File: src/rtl/ccff_bitstream_loader_pkg.sv
`default_nettype none
// ============================================================================
//  Module      : ccff_loader_pkg
//  Description : Shared types and width helpers for the CCFF bitstream loader
//                (FSM state encoding, counter/index widths, final-word size).
//  Revision    : 1.0 - initial release
// ============================================================================
package ccff_loader_pkg;

    // Loader FSM states
    typedef enum logic [1:0] {
        IDLE  = 2'd0,
        FETCH = 2'd1,
        SHIFT = 2'd2,
        DONE  = 2'd3
    } state_e;

    localparam int DEF_WORD_W    = 32;
    localparam int DEF_CHAIN_LEN = 1024;

    // Width of a counter that must hold 0..chain_len inclusive
    function automatic int cnt_width(input int chain_len);
        return $clog2(chain_len + 1);
    endfunction

    // Width of the bit index inside one bitstream word
    function automatic int idx_width(input int word_w);
        return (word_w > 1) ? $clog2(word_w) : 1;
    endfunction

    // Number of valid bits carried by the final word of a load
    function automatic int last_word_bits(input int chain_len, input int word_w);
        return ((chain_len - 1) % word_w) + 1;
    endfunction

endpackage
`default_nettype wire

File: src/rtl/ccff_bitstream_loader_if.sv
`default_nettype none
// ============================================================================
//  Module      : ccff_bitstream_loader_if
//  Description : Valid/ready bitstream word stream feeding the CCFF loader.
//                master = bitstream source (DMA/host), slave = loader.
//  Revision    : 1.0 - initial release
// ============================================================================
interface ccff_bitstream_loader_if #(
    parameter int WORD_W = 32
) ();
    logic              s_valid;
    logic [WORD_W-1:0] s_data;
    logic              s_ready;

    modport master (output s_valid, output s_data, input s_ready);
    modport slave  (input s_valid, input s_data, output s_ready);
endinterface
`default_nettype wire

File: src/rtl/ccff_bitstream_loader_readback_packer.sv
`default_nettype none
// ============================================================================
//  Module      : ccff_readback_packer
//  Description : Serial-to-word packer for chain readback. Bits arrive LSB
//                first; a word is emitted when full or when the final bit of
//                a load is flagged (high bits zero-padded). Only instantiated
//                when CCFF_READBACK_EN is defined.
//  Revision    : 1.0 - initial release
// ============================================================================
module ccff_readback_packer
    import ccff_loader_pkg::*;
#(
    parameter int WORD_W = 32
) (
    input  wire               clk,
    input  wire               rst,
    input  wire               i_clear,
    input  wire               i_shift,
    input  wire               i_bit,
    input  wire               i_last,
    output logic              o_valid,
    output logic [WORD_W-1:0] o_data
);
    localparam int IDX_W = idx_width(WORD_W);
    localparam logic [IDX_W-1:0] c_pos_max = IDX_W'(WORD_W - 1);

    logic [WORD_W-1:0] r_pack;
    logic [IDX_W-1:0]  r_pos;
    logic [WORD_W-1:0] w_merged;

    assign w_merged = r_pack | (WORD_W'(i_bit) << r_pos);

    // Pack incoming tail bits and emit a word when full or at end of load
    always_ff @(posedge clk) begin
        if (rst) begin
            r_pack  <= '0;
            r_pos   <= '0;
            o_valid <= 1'b0;
            o_data  <= '0;
        end else begin
            o_valid <= 1'b0;
            if (i_clear) begin
                r_pack <= '0;
                r_pos  <= '0;
            end else if (i_shift) begin
                if ((r_pos == c_pos_max) || i_last) begin
                    o_valid <= 1'b1;
                    o_data  <= w_merged;
                    r_pack  <= '0;
                    r_pos   <= '0;
                end else begin
                    r_pack <= w_merged;
                    r_pos  <= r_pos + 1'b1;
                end
            end
        end
    end
endmodule
`default_nettype wire

File: src/rtl/ccff_bitstream_loader.sv
`default_nettype none
// ============================================================================
//  Module      : ccff_bitstream_loader
//  Description : Programming-side driver for one CCFF region. Takes bitstream
//                words over a valid/ready stream, shifts exactly CHAIN_LEN
//                bits (LSB first) onto ccff_head with a shift qualifier, and
//                pulses done. Word boundaries are prefetched for zero-bubble
//                streaming. Optional readback of the old chain contents via
//                ccff_tail is enabled by defining CCFF_READBACK_EN.
//  Revision    : 1.0 - initial release
// ============================================================================
module ccff_bitstream_loader
    import ccff_loader_pkg::*;
#(
    parameter  int WORD_W    = DEF_WORD_W,
    parameter  int CHAIN_LEN = DEF_CHAIN_LEN,
    localparam int CNT_W     = cnt_width(CHAIN_LEN)
) (
    input  wire                     prog_clk,
    input  wire                     pReset,
    input  wire                     start,
    ccff_bitstream_loader_if.slave  s_if,
    output logic                    ccff_head,
    output logic                    ccff_shift_en,
    output logic                    busy,
    output logic                    done,
`ifdef CCFF_READBACK_EN
    input  wire                     ccff_tail,
    output logic                    rb_valid,
    output logic [WORD_W-1:0]       rb_data,
`endif
    output logic [CNT_W-1:0]        bits_shifted
);
    localparam int IDX_W = idx_width(WORD_W);
    localparam logic [CNT_W-1:0] c_last_cnt = CNT_W'(CHAIN_LEN - 1);
    localparam logic [IDX_W-1:0] c_idx_max  = IDX_W'(WORD_W - 1);

    state_e            r_state;
    state_e            w_state_nxt;
    logic [WORD_W-1:0] r_sreg;
    logic [IDX_W-1:0]  r_idx;
    logic [CNT_W-1:0]  r_cnt;

    logic w_ready;
    logic w_hs;
    logic w_load_clr;
    logic w_last_bit;
    logic w_word_end;

    // The bit being shifted this cycle is the final one of the chain
    assign w_last_bit   = (r_cnt == c_last_cnt);
    assign w_word_end   = (r_idx == c_idx_max);
    assign w_hs         = w_ready & s_if.s_valid;
    assign s_if.s_ready = w_ready;
    assign bits_shifted = r_cnt;

    // FSM state register
    always_ff @(posedge prog_clk) begin
        if (pReset) begin
            r_state <= IDLE;
        end else begin
            r_state <= w_state_nxt;
        end
    end

    // Next-state and outputs; ready is raised during the last bit of a word
    // (prefetch) only when more chain bits remain, so no extra word is taken
    always_comb begin
        w_state_nxt   = r_state;
        w_ready       = 1'b0;
        w_load_clr    = 1'b0;
        ccff_shift_en = 1'b0;
        ccff_head     = 1'b0;
        busy          = 1'b0;
        done          = 1'b0;
        case (r_state)
            IDLE: begin
                if (start) begin
                    w_load_clr  = 1'b1;
                    w_state_nxt = FETCH;
                end
            end
            FETCH: begin
                busy    = 1'b1;
                w_ready = 1'b1;
                if (s_if.s_valid) begin
                    w_state_nxt = SHIFT;
                end
            end
            SHIFT: begin
                busy          = 1'b1;
                ccff_shift_en = 1'b1;
                ccff_head     = r_sreg[0];
                if (w_last_bit) begin
                    w_state_nxt = DONE;
                end else if (w_word_end) begin
                    w_ready     = 1'b1;
                    w_state_nxt = s_if.s_valid ? SHIFT : FETCH;
                end
            end
            DONE: begin
                done        = 1'b1;
                w_state_nxt = IDLE;
            end
            default: begin
                w_state_nxt = IDLE;
            end
        endcase
    end

    // Shift register, in-word bit index and chain bit counter
    always_ff @(posedge prog_clk) begin
        if (pReset) begin
            r_sreg <= '0;
            r_idx  <= '0;
            r_cnt  <= '0;
        end else begin
            if (w_load_clr) begin
                r_cnt <= '0;
            end else if (ccff_shift_en) begin
                r_cnt <= r_cnt + 1'b1;
            end
            if (w_hs) begin
                r_sreg <= s_if.s_data;
                r_idx  <= '0;
            end else if (ccff_shift_en) begin
                r_sreg <= r_sreg >> 1;
                r_idx  <= r_idx + 1'b1;
            end
        end
    end

`ifdef CCFF_READBACK_EN
    ccff_readback_packer #(
        .WORD_W (WORD_W)
    ) u_readback (
        .clk     (prog_clk),
        .rst     (pReset),
        .i_clear (w_load_clr),
        .i_shift (ccff_shift_en),
        .i_bit   (ccff_tail),
        .i_last  (ccff_shift_en & w_last_bit),
        .o_valid (rb_valid),
        .o_data  (rb_data)
    );
`endif

endmodule
`default_nettype wire
File: src/flat_wrapper.sv
// flat-port wrapper written by rule: the top's interface ports become plain ports
module ccff_bitstream_loader_flat import ccff_loader_pkg::*;
#(
    parameter  int WORD_W    = DEF_WORD_W,
    parameter  int CHAIN_LEN = DEF_CHAIN_LEN,
    localparam int CNT_W     = cnt_width(CHAIN_LEN)
)
  (prog_clk, pReset, start, ccff_head, ccff_shift_en, busy, done, bits_shifted, s_if_s_valid, s_if_s_data, s_if_s_ready);
  ccff_bitstream_loader_if #(.WORD_W(WORD_W)) s_if_i ();
  input  wire prog_clk;
  input  wire pReset;
  input  wire start;
  output logic ccff_head;
  output logic ccff_shift_en;
  output logic busy;
  output logic done;
  output logic [CNT_W-1:0] bits_shifted;
  input wire logic [$bits(s_if_i.s_valid)-1:0] s_if_s_valid;
  input wire logic [$bits(s_if_i.s_data)-1:0] s_if_s_data;
  output wire logic [$bits(s_if_i.s_ready)-1:0] s_if_s_ready;
  assign s_if_i.s_valid = s_if_s_valid;
  assign s_if_i.s_data = s_if_s_data;
  assign s_if_s_ready = s_if_i.s_ready;
  ccff_bitstream_loader #(.WORD_W(WORD_W), .CHAIN_LEN(CHAIN_LEN)) u_core (.prog_clk(prog_clk), .pReset(pReset), .start(start), .s_if(s_if_i), .ccff_head(ccff_head), .ccff_shift_en(ccff_shift_en), .busy(busy), .done(done), .bits_shifted(bits_shifted));
endmodule
File: config.mk
export PLATFORM = sky130hd
export DESIGN_NAME = ccff_bitstream_loader_flat
export DESIGN_NICKNAME = d
export VERILOG_FILES = /design/src/rtl/ccff_bitstream_loader_pkg.sv /design/src/rtl/ccff_bitstream_loader_if.sv /design/src/rtl/ccff_bitstream_loader_readback_packer.sv /design/src/rtl/ccff_bitstream_loader.sv /design/src/flat_wrapper.sv
export SDC_FILE = /design/constraint.sdc
export NUM_CORES = 1
export LEC_CHECK = 0
export ABC_AREA = 1
export BUFFER_PORTS_ARGS = -buffer_cell sky130_fd_sc_hd__buf_2
export CORE_MARGIN = 4
export CORE_UTILIZATION = 30
export DETAILED_ROUTE_END_ITERATION = 8
export PLACE_DENSITY = 0.46
export SYNTH_ARGS = -nofsm -noshare
export SYNTH_HDL_FRONTEND = slang
export SYNTH_HIERARCHICAL = 1
export SYNTH_SLANG_ARGS = --single-unit
File: constraint.sdc
create_clock -name prog_clk -period 2 [get_ports prog_clk]
set_input_delay 0.6 -clock prog_clk [delete_from_list [all_inputs] [get_ports prog_clk]]
set_output_delay 0.6 -clock prog_clk [all_outputs]
set_load 0.01 [all_outputs]
Word-level counts from Yosys, hierarchy flattened
Cells that the tools add are included.

Memory bits (writable): 0. Memories: 0. Bits in registers: 50. Latch bits: 0. ROM bits: 0. Logic and storage cells: 38.

Equal/unequal tests: 8. Shifts and indexed selects: 0. Muxes and demuxes: 17. Bitwise logic cells: 1. Magnitude comparators: 0. Multipliers: 0. Reduce and logical (&&, ||, !) cells: 6. Add/sub/neg operators: 2. Div/mod/pow operators: 0.

Operator list (count): $mux W32 (2); $add A11 B1 Y11 const B (1); $eq A11 B10 Y1 const B (1); $mux W2 (5); $mux W1 (8); $pmux W2 S4 (1); $reduce_or A2 Y1 (3); $add A5 B1 Y5 const B (1); $eq A5 B5 Y1 const B (1); $eq A2 B2 Y1 const B (2); $ne A2 B2 Y1 const B (2); $ne A3 B1 Y1 const B (1); $reduce_and A3 Y1 (1); $eq A2 B1 Y1 const B (1); $logic_not A2 Y1 (1); $pmux W1 S2 (1); $reduce_bool A2 Y1 (1); $and A1 B1 Y1 (1).

Depth between registers and ports, before layout
Gate-level depths: netlist of the first run.

Word-level depth: 6. Gate-level depth with buffers: 12. Mapped depth without buffers: 12.

Worst setup path after synthesis of the first run
Ideal clock, no wire load.

Path kind: register to output. From: register u_core.r_state[0]. To: output s_if_s_ready. Buffers on the path: 1. Setup slack: -0.014 ns. Required time: 1.400 ns. Stages on the path, launching flop included: 5. Data arrival time: 1.414 ns. Cell sequence: dfxtp_1 -> inv_1 -> ha_1 -> clkbuf_1 -> a21boi_0.

Cells in the longest elaborated chain, start to end: 2. Elaborated cells on any way between the ends: 3. Those cells by class: eq/ne (2); mux (1).

Ends and longest elaborated chain: start: declaration (line ccff_bitstream_loader.sv:38) `state_e r_state;`; start signal: assignment (line ccff_bitstream_loader.sv:62) `r_state <= w_state_nxt;`; $eq A2 B2 Y1 / $eq A2 B1 Y1 (equally long branches) (line ccff_bitstream_loader.sv:76) `case (r_state)`; $pmux W1 S2 (*) (line ccff_bitstream_loader.sv:76); end: declaration (line flat_wrapper.sv:20) `output wire logic [$bits(s_if_i.s_ready)-1:0] s_if_s_ready;`.

Mark *: on every way between the ends. The rest lies on a longest branch, timed or not.

Final worst setup path of the first run
From: register u_core.r_idx[0]. To: output s_if_s_ready.

Cells in the longest elaborated chain, start to end: 4.

Ends and longest elaborated chain: start: declaration (line ccff_bitstream_loader.sv:41) `logic [IDX_W-1:0] r_idx;`; start signal: assignment (line ccff_bitstream_loader.sv:128) `r_idx <= r_idx + 1'b1;`; $eq A5 B5 Y1 (line ccff_bitstream_loader.sv:52) `assign w_word_end = (r_idx == c_idx_max);`; $mux W1 (line ccff_bitstream_loader.sv:96) `end else if (w_word_end) begin`; $mux W1 (line ccff_bitstream_loader.sv:94) `if (w_last_bit) begin`; $pmux W1 S2 (line ccff_bitstream_loader.sv:76).

Every way passes these cells.

==> impl_metrics.ini, run 1 <==
[route]
drt-wirelength-per-cell_um = 12.8
first_pass_iters = 4
ant_nets = 0
initialDrtViolationCount = 89
wl_um = 7360
num_vias = 2644
vias_per_cell = 4.59
drc = 0

[outcome]
status = complete, but fails checks
violations = setup timing

[grt]
grt_max_degree = 25
grt_usage_pct = 14.5
overflow = 0
busiest_layer = met2
grt_antenna_before_repair = 0
grt_pass1_vias = 2547
grt_pass1_wl_um = 12200
gr-usage-met1_pct = 18.8
use_met3_pct = 2.64
grt.met2_usage_pct = 24.7

[setup_path]
cp-end-kind = output pin
cp.required_ns = 1.40
worstPathMaxFanout = 2
critPathMaxStageDelay_ns = 0.36
rr_worst_depth = 14
critPathKind = reg2out
cp.arrival_ns = 1.56
path_common_cell = ha_4
cp_slowest_cell = dfxtp_2
crit_family = flip-flops
crit_buf_inv = 2
r2r_start = u_core/r_idx[0]$_SDFFE_PP0P_
crit_path_cell_trace = ha_4 > and3_4 > ha_4 > nand2_2 > inv_2 > nand2_4 > a21boi_4 > buf_6
worst_setup_path_start_kind = register
r2r_slack_ns = 0.09
r2r_end = u_core/r_sreg[29]$_SDFFE_PP0P_

[min_path]
holdPathStages = 2
hold_path_end = u_core/r_sreg[8]$_SDFFE_PP0P_
hold_path.startpoint = u_core/r_sreg[8]$_SDFFE_PP0P_
hp-class = reg2reg

[pwr]
p_switching_mw = 1.32
power_frac_comb_pct = 40.8
p_int_mw = 2.22
vdd_drop_max_v = 0.000495
clockPowerShare_pct = 24.3
power_mw = 3.54
swShare_pct = 37.3
power_frac_seq_pct = 34.9
pwr_density_cell_nw_per_um2 = 1030
power.leakage_nw = 1.63

[die]
core_um2 = 8720
fp.dieH_um = 102
io_pins = 52
initial_core_util_pct = 30.7
dieArea_um2 = 10500
fp.dieW_um = 102
rows = 34

[synth]
synth_warnings = 6
synth-seq-cells = 50
yosys_most_used_dff = dfxtp_1
ys_top_cells_by_count = nand2_1 (148), inv_1 (53), dfxtp_1 (50)
synth_edf_count = 0
synth_area_leaders = dfxtp_1 (37%), nand2_1 (21%), a21oi_1 (8.2%), nand4_1 (7.5%), inv_1 (7.4%)
ys_types = 28
syn_nets = 450
ys_seq_area_share_pct = 37.4
synth_area_um2 = 2680
yosysMostFrequentCell = nand2_1
synth.top_cell.area_share_pct = 37.4
synthesis.instances = 406
synthArstFlopShare_pct = 0
avgSynthCellArea_um2 = 6.60
synth_top_cell_by_area = dfxtp_1

[placement]
port-buffer-count = 51
post-place-ws_ns = -0.0190
place_area_um2 = 3110
gp_congestion = 0.724
hpwl_um = 4850

[clock_network]
cts_root_buffer = clkbuf_8
cts_tree = done
cts.path.max_buffers = 2
clock-sinks = 50
htreeDepth = 2
clk_pin_slew_worst_paths_ns = 0.09
numCtsBuffers = 5
insertion_delay_ns = 0.31
hold_buffers = 0

[sta]
rsz0062_at_grt = true
finalHoldViolCount = 0
fin_skew_ns = 0.0121
finalSetupViolCount = 1
layout_setup_ws_ns = -0.163
tightest_slew_ns = 0.333
slew_headroom_pct = 77.8
fin_crit_sh_pct = 108
maxSlewViolCount = 0
fin_crit_ns = 2.16
max_clock_freq_ghz = 0.462

[run]
maxCapViolations = 0

[final_layout]
syn2layout_area_growth_pct = 28.2
insertedDiodeCount = 0
final_nets = 511
drive_gt1_share_pct = 23.5
fin_area_um2 = 3430
## cells in the final DEF (no fill, tap or decap), drive strengths merged, types with 2 or more instances in the layout
cell type  count
nand2        151
bufinv         2
a31oi          2
ha             8
nand3          8
nor3           3
clkbuf         5
dfxtp         50
xor2           4
a21oi         44
o21ai          8
nand4         32
buf           79
inv           54
nor2          11
nor3b          2
## state kept, by name (all words and copies together) (netlist names)
signal,cells
u_core/bits_shifted,11
u_core/r_state,2
u_core/r_idx,5
u_core/r_sreg,32
## through the flow
stage	setup TNS, ns	hold slack [ns]	util [%]	std cells
floorplan	0	0.444	-	406
global placement	0	0.453	35.7	559
detailed placement	-0.0190	0.455	35.7	559
CTS	-0.232	0.471	38.7	572
global route	-0.651	0.489	39.4	576
finish	-0.163	0.468	39.4	576
## power by group through the flow
stage	clock network, mW	logic, mW	registers (mW)
after detailed placement	0	1.29	1.24
after global placement	0	1.27	1.24
after CTS	0.891	1.42	1.23
after floorplan	0	0.863	1.23
after global routing	0.928	1.61	1.25
final	0.861	1.44	1.23
## routing by layer
| metal | vias up | share of wire (%) |
|---|---|---|
| met2 | 32 | 49 |
| met5 | - | 0 |
| met4 | 0 | 1.0 |
| met1 | 1196 | 47 |
| met3 | 7 | 2.5 |
| li1 | 1409 | - |
## cells by family after synthesis
family,synth area share [%]
XOR/XNOR,1.31
adder cells (fa/ha/maj),3.74
buffers and inverters,12.4
AO/OA/AOI/OAI,10.9
flip-flops,37.4
AND/OR/NAND/NOR,34.2
## how the worst max path moves through the flow
| stage | startpoint | to | slack [ns] | cells past startpoint |
|---|---|---|---|---|
| 2_1_floorplan | u_core/r_state[0]$_SDFFE_PP0P_ | s_if_s_ready | 0.07 | 4 |
| 3_3_place_gp | u_core/r_idx[0]$_SDFFE_PP0P_ | s_if_s_ready | 0.01 | 8 |
| 3_5_place_dp | u_core/r_idx[1]$_SDFFE_PP0P_ | s_if_s_ready | -0.02 | 8 |
| 4_1_cts | u_core/r_idx[1]$_SDFFE_PP0P_ | s_if_s_ready | -0.23 | 8 |
| 5_1_grt | u_core/r_idx[0]$_SDFFE_PP0P_ | s_if_s_ready | -0.24 | 8 |
| 6_report | u_core/r_idx[0]$_SDFFE_PP0P_ | s_if_s_ready | -0.16 | 8 |
## final cells by class
cell class | instances | area, um2
repair buffers | 80 | 541
multi-input cells | 276 | 1410
clock buffers | 5 | 68.8
flip-flops and latches | 50 | 1010
fillers | 934 | 5290
well taps | 108 | 135
inverters | 54 | 203
clock inverters | 3 | 68.8
## worst reg2reg max path, delay by kind of cell, from the launching register on
kind	cells	cell delay (ns)
AO/OA/AOI/OAI	1	0.13
adder cells (fa/ha/maj)	2	0.26
buffers and inverters	4	0.49
flip-flops	1	0.36
AND/OR/NAND/NOR	7	0.59
## repair_timing
item | 4_1_cts | 5_1_grt
gates cloned | 1 | 0
pin swaps | 2 | 3
resized for setup | 14 | 8
endpoints found under the setup margin | 4 | 3
buffers inserted | 4 | 4
hold endpoints to repair | 0 | 0
(Power assumes the default switching activity.)
==> run 2: changes to the inputs <==
Settings changed: SYNTH_HIERARCHICAL 1 to unset.
==> impl_metrics.ini, run 2 <==
[sta]
rsz0062_at_grt = true
finalSetupViolCount = 1
maxSlewViolCount = 0
slew_headroom_pct = 75.4
hold_ws_ns = 0.469
layout_setup_ws_ns = -0.129
max_clock_freq_ghz = 0.470
finalHoldViolCount = 0
fin_skew_ns = 0.00914
fin_crit_sh_pct = 106
tightest_slew_ns = 0.369
fin_crit_ns = 2.13

[synth]
synth_adder_area_share_pct = 3.75
synth_top_family_by_area = simple AND/OR/NAND/NOR gates
synth-compound-area-share_pct = 10.1
avgSynthCellArea_um2 = 6.53
synth_area_leaders = dfxtp_1 (37%), nand2_1 (21%), a21oi_1 (8.6%), nand4_1 (7.5%), inv_1 (6.9%)
ys_seq_area_share_pct = 37.5
yosys_most_used_dff = dfxtp_1
synth.top_cell.area_share_pct = 37.5
yosysMostFrequentCell = nand2_1
synth.area.mux_share_pct = 0
synth_warnings = 0
ys_top_cells_by_count = nand2_1 (151), dfxtp_1 (50), inv_1 (49)
synth_top_cell_by_area = dfxtp_1
ys_types = 28
synthesis.instances = 409
synth-seq-cells = 50
synthArstFlopShare_pct = 0
syn_nets = 453
synth_xor_area_share_pct = 0.984
synthSimpleGateAreaFrac_pct = 35.8
synth_area_um2 = 2670
synth_edf_count = 0

[die]
io_pins = 52
dieArea_um2 = 10500
initial_core_util_pct = 30.8
core_um2 = 8680
fp.dieW_um = 102
rows = 34
fp.dieH_um = 102

[grt]
grt_max_degree = 33
grt_pass1_vias = 2525
grt_pass1_wl_um = 11600
grt_antenna_before_repair = 0
overflow = 0
grt_usage_pct = 13.7

[final_layout]
insertedDiodeCount = 0
syn2layout_area_growth_pct = 27.3
fin_area_um2 = 3400
drive_gt1_share_pct = 23.9
seq_area_um2 = 1010
final_cell_mix = nand2_1 (149), buf_2 (52), inv_1 (47)
layout_commonest_cell = nand2_1
largest_reg_flops = 32
nFillCells = 975
final_nets = 511
multi_input_area_um2 = 1430
largest_register = u_core.r_sreg

[route]
drc = 0
drt-wirelength-per-cell_um = 12.0
initialDrtViolationCount = 122
ant_nets = 0
vias_per_cell = 4.62
first_pass_iters = 4
num_vias = 2662
wl_um = 6940

[clock_network]
numCtsBuffers = 5
cts_root_buffer = clkbuf_8
insertion_delay_ns = 0.30
clock-sinks = 50
clk_pin_slew_worst_paths_ns = 0.08
cts.path.max_buffers = 2
cts_tree = done
htreeDepth = 2

[pwr]
pwr_density_cell_nw_per_um2 = 986
power.leakage_nw = 1.61
vdd_drop_max_v = 0.000578

[setup_path]
worstPathMaxFanout = 2
r2r_slack_ns = 0.11
cp.required_ns = 1.40
cp.arrival_ns = 1.53
rr_worst_depth = 14
cp-end-kind = output pin
critPathKind = reg2out
worst_setup_path_start_kind = register

[run]
maxCapViolations = 0

[placement]
post-place-ws_ns = 0.0101
gp_congestion = 0.760
port-buffer-count = 51
place_area_um2 = 3120
hpwl_um = 4490

[outcome]
status = complete, but fails checks
violations = setup timing

[min_path]
hp-class = reg2reg
holdPathStages = 2
-- run 2: power by group --
group	leakage (nW)	internal (mW)	switching (mW)
clock	0.0575	0.350	0.335
combinational	1.15	0.562	0.875
sequential	0.407	1.15	0.0810
-- run 2: metal layers --
layer	track usage, %	vias to the layer above	wire [um]
met5	0	-	0
met4	3.23	0	54
met3	3.34	4	299
met2	22.8	40	3240
met1	17.8	1203	3350
li1	-	1415	-
-- run 2: final timing paths --
check | from | end
worst min-delay path | u_core.r_sreg[7]$_SDFFE_PP0P_ | u_core.r_sreg[7]$_SDFFE_PP0P_
worst max-delay path | u_core.r_idx[0]$_SDFFE_PP0N_ | s_if_s_ready
worst max register to register | u_core.r_idx[0]$_SDFFE_PP0N_ | u_core.r_sreg[3]$_SDFFE_PP0P_
worst min register to register | u_core.r_sreg[7]$_SDFFE_PP0P_ | u_core.r_sreg[7]$_SDFFE_PP0P_
-- run 2: cells by family (layout without fill, tap and decap cells) --
group                      after synthesis  in the layout
xor gates and xnor gates                 3              3
DFF                                     50             50
and+or+nand+nor                        218            218
AOI/OAI and AO/OA                       53             53
buffers and inverters                   77            136
adders and majority gates                8              8
-- run 2: layout make-up --
type / count / share of cell area (%)
clock buffers: 8 / 3.24
well taps: 108 / 3.97
flip-flops and latches: 50 / 29.7
multi-input cells: 282 / 41.9
inverters: 51 / 5.70
repair buffers: 77 / 15.5
-- run 2: per-stage QoR --
stage          setup TNS, ns  std cells  total power [mW]  util, %
6_report              -0.129        576              3.35     39.2
5_1_grt               -0.441        576              3.62     39.2
4_1_cts               -0.193        569              3.34     38.2
3_5_place_dp               0        558              2.56     35.9
3_3_place_gp               0        558              2.57     35.9
2_1_floorplan              0        409              2.09        -
-- run 2: critical path, cell delays in order (launching register included) --
cell      delay (ns)
dfxtp_2         0.36
ha_4            0.14
and3_4          0.19
ha_4            0.12
nand2_2         0.04
inv_2           0.04
nand2_2         0.05
a21boi_2        0.14
buf_2           0.15
-- run 2: what timing repair did --
| action | in CTS | in global routing |
|---|---|---|
| cloned | 1 | 1 |
| endpoints found under the setup margin | 2 | 4 |
| hold buffers | 0 | 0 |
| pin swaps | 3 | 3 |
| setup buffers | 2 | 6 |
| hold endpoints to repair | 0 | 0 |
| gates resized for setup | 11 | 11 |
==> run 3: changes to the inputs <==
Settings changed: PLACE_DENSITY 0.46 to 0.47.
Clock period 2 ns to 1.8 ns, I/O delays scaled along.
==> impl_metrics.ini, run 3 (same netlist as run 2, synthesis figures left out) <==
[outcome]
status = complete, but fails checks
violations = setup timing

[sta]
fin_crit_ns = 2.13
fin_skew_ns = 0.00827
maxSlewViolCount = 0
finalSetupViolCount = 3
layout_setup_ws_ns = -0.332
rsz0062_at_grt = true
max_clock_freq_ghz = 0.469
slew_headroom_pct = 75.1
finalHoldViolCount = 0
tightest_slew_ns = 0.373
fin_crit_sh_pct = 118

[setup_path]
crit_family = flip-flops
cp_slowest_cell = dfxtp_2
r2r_slack_ns = 0.04
cp.required_ns = 1.26
cp-end-kind = output pin
critPathMaxStageDelay_ns = 0.36
crit_buf_inv = 2
r2r_end = u_core.r_sreg[18]$_SDFFE_PP0P_
worst_setup_path_start_kind = register
r2r_start = u_core.r_idx[0]$_SDFFE_PP0N_
worstPathMaxFanout = 2
crit_path_cell_trace = ha_4 > and3_4 > ha_4 > nand2_2 > inv_2 > nand2_2 > a21boi_2 > buf_2
rr_worst_depth = 13
critPathKind = reg2out
cp.arrival_ns = 1.59

[route]
initialDrtViolationCount = 95
first_pass_iters = 4
num_vias = 2706
drt-wirelength-per-cell_um = 12.2
vias_per_cell = 4.64
drc = 0
wl_um = 7120
ant_nets = 0

[die]
fp.dieH_um = 102
io_pins = 52
rows = 34
dieArea_um2 = 10500
fp.dieW_um = 102
initial_core_util_pct = 30.8
core_um2 = 8680

[pwr]
clockPowerShare_pct = 20.2
p_int_mw = 2.43
pwr_density_cell_nw_per_um2 = 1130
power_mw = 3.95
vdd_drop_max_v = 0.000399
swShare_pct = 38.4
power.leakage_nw = 1.65
p_switching_mw = 1.51
power_frac_seq_pct = 34.9
power_frac_comb_pct = 44.8

[grt]
grt_antenna_before_repair = 0
grt_usage_pct = 13.9
grt_max_degree = 33
grt_pass1_wl_um = 11800
overflow = 0
grt_pass1_vias = 2611

[clock_network]
clock-sinks = 50
clk_pin_slew_worst_paths_ns = 0.09
hold_buffers = 0
cts_root_buffer = clkbuf_8
cts.path.max_buffers = 2
cts_tree = done
numCtsBuffers = 5
insertion_delay_ns = 0.31
htreeDepth = 2

[final_layout]
nFillCells = 965
drive_gt1_share_pct = 27.2
final_nets = 518
final_cell_mix = nand2_1 (147), buf_2 (50), inv_1 (46)
largest_reg_flops = 32
syn2layout_area_growth_pct = 31.0
layout_commonest_cell = nand2_1
final_core_util_pct = 40.3
insertedDiodeCount = 0
largest_register = u_core.r_sreg

[run]
maxCapViolations = 0

[min_path]
hp-class = reg2reg
hold_path.startpoint = u_core.r_sreg[6]$_SDFFE_PP0P_
holdPathStages = 2
hold_path_end = u_core.r_sreg[6]$_SDFFE_PP0P_

[placement]
hpwl_um = 4720
gp_congestion = 0.754
port-buffer-count = 51
## run 3: layer usage
layer | vias to the layer above | GRT usage [%] | wire length, um
met5 | - | 0 | 0
met1 | 1232 | 17.9 | 3360
li1 | 1425 | - | -
met4 | 0 | 3.94 | 73
met3 | 7 | 2.80 | 292
met2 | 42 | 23.6 | 3400
## run 3: what timing repair did
item	CTS	global route
setup buffers	6	4
endpoints found under the setup margin	3	41
pin swaps	5	6
gates resized for setup	23	21
## run 3: power groups by stage
stage / Combinational [mW] / Clock (mW) / Sequential (mW)
floorplan: 0.953 / 0 / 1.37
global placement: 1.50 / 0 / 1.38
detailed placement: 1.51 / 0 / 1.38
CTS: 1.72 / 0.832 / 1.37
global route: 1.97 / 0.870 / 1.40
finish: 1.77 / 0.798 / 1.38
## run 3: worst reg2reg max path, cell delays in order (launching register included)
cell and delay, ns:
dfxtp_2 0.36, ha_4 0.14, and3_4 0.19, ha_4 0.13, nand2_2 0.05, inv_2 0.04, nand2_2 0.05, buf_4 0.13
nand2_2 0.11, nand3_4 0.11, buf_12 0.17, nand2_1 0.06, nand2_1 0.06, a21oi_1 0.12
## run 3: how the worst max path moves through the flow
| stage | end | start | depth (start not counted) | slack, ns |
|---|---|---|---|---|
| after floorplan | u_core.r_sreg[10]$_SDFFE_PP0P_ | u_core.r_state[0]$_SDFFE_PP0P_ | 7 | -0.0009 |
| after global placement | s_if_s_ready | u_core.r_idx[0]$_SDFFE_PP0N_ | 8 | -0.12 |
| after detailed placement | s_if_s_ready | u_core.r_idx[0]$_SDFFE_PP0N_ | 8 | -0.10 |
| after CTS | s_if_s_ready | u_core.r_idx[1]$_SDFFE_PP0N_ | 8 | -0.37 |
| after global routing | s_if_s_ready | u_core.r_idx[0]$_SDFFE_PP0N_ | 8 | -0.39 |
| final | s_if_s_ready | u_core.r_idx[0]$_SDFFE_PP0N_ | 8 | -0.33 |
## run 3: layout make-up
cell class / instances / area (um2) / share of cell area [%]
Timing Repair Buffer: 84 / 558 / 16.0
Inverter: 51 / 199 / 5.69
Clock inverter: 3 / 40.0 / 1.14
Clock buffer: 5 / 68.8 / 1.97
Multi-Input combinational cell: 282 / 1480 / 42.4
Sequential cell: 50 / 1010 / 29.0
Tap cell: 108 / 135 / 3.86
## run 3: stage by stage
step | setup slack [ns] | instances | setup TNS, ns | hold WS, ns | area (um2)
6_report | -0.332 | 583 | -0.448 | 0.468 | 3500
5_1_grt | -0.394 | 583 | -2.64 | 0.491 | 3500
4_1_cts | -0.370 | 580 | -0.470 | 0.471 | 3400
3_5_place_dp | -0.100 | 566 | -0.100 | 0.455 | 3170
3_3_place_gp | -0.116 | 566 | -0.116 | 0.452 | 3170
2_1_floorplan | -0.000919 | 409 | -0.0271 | 0.443 | 2670
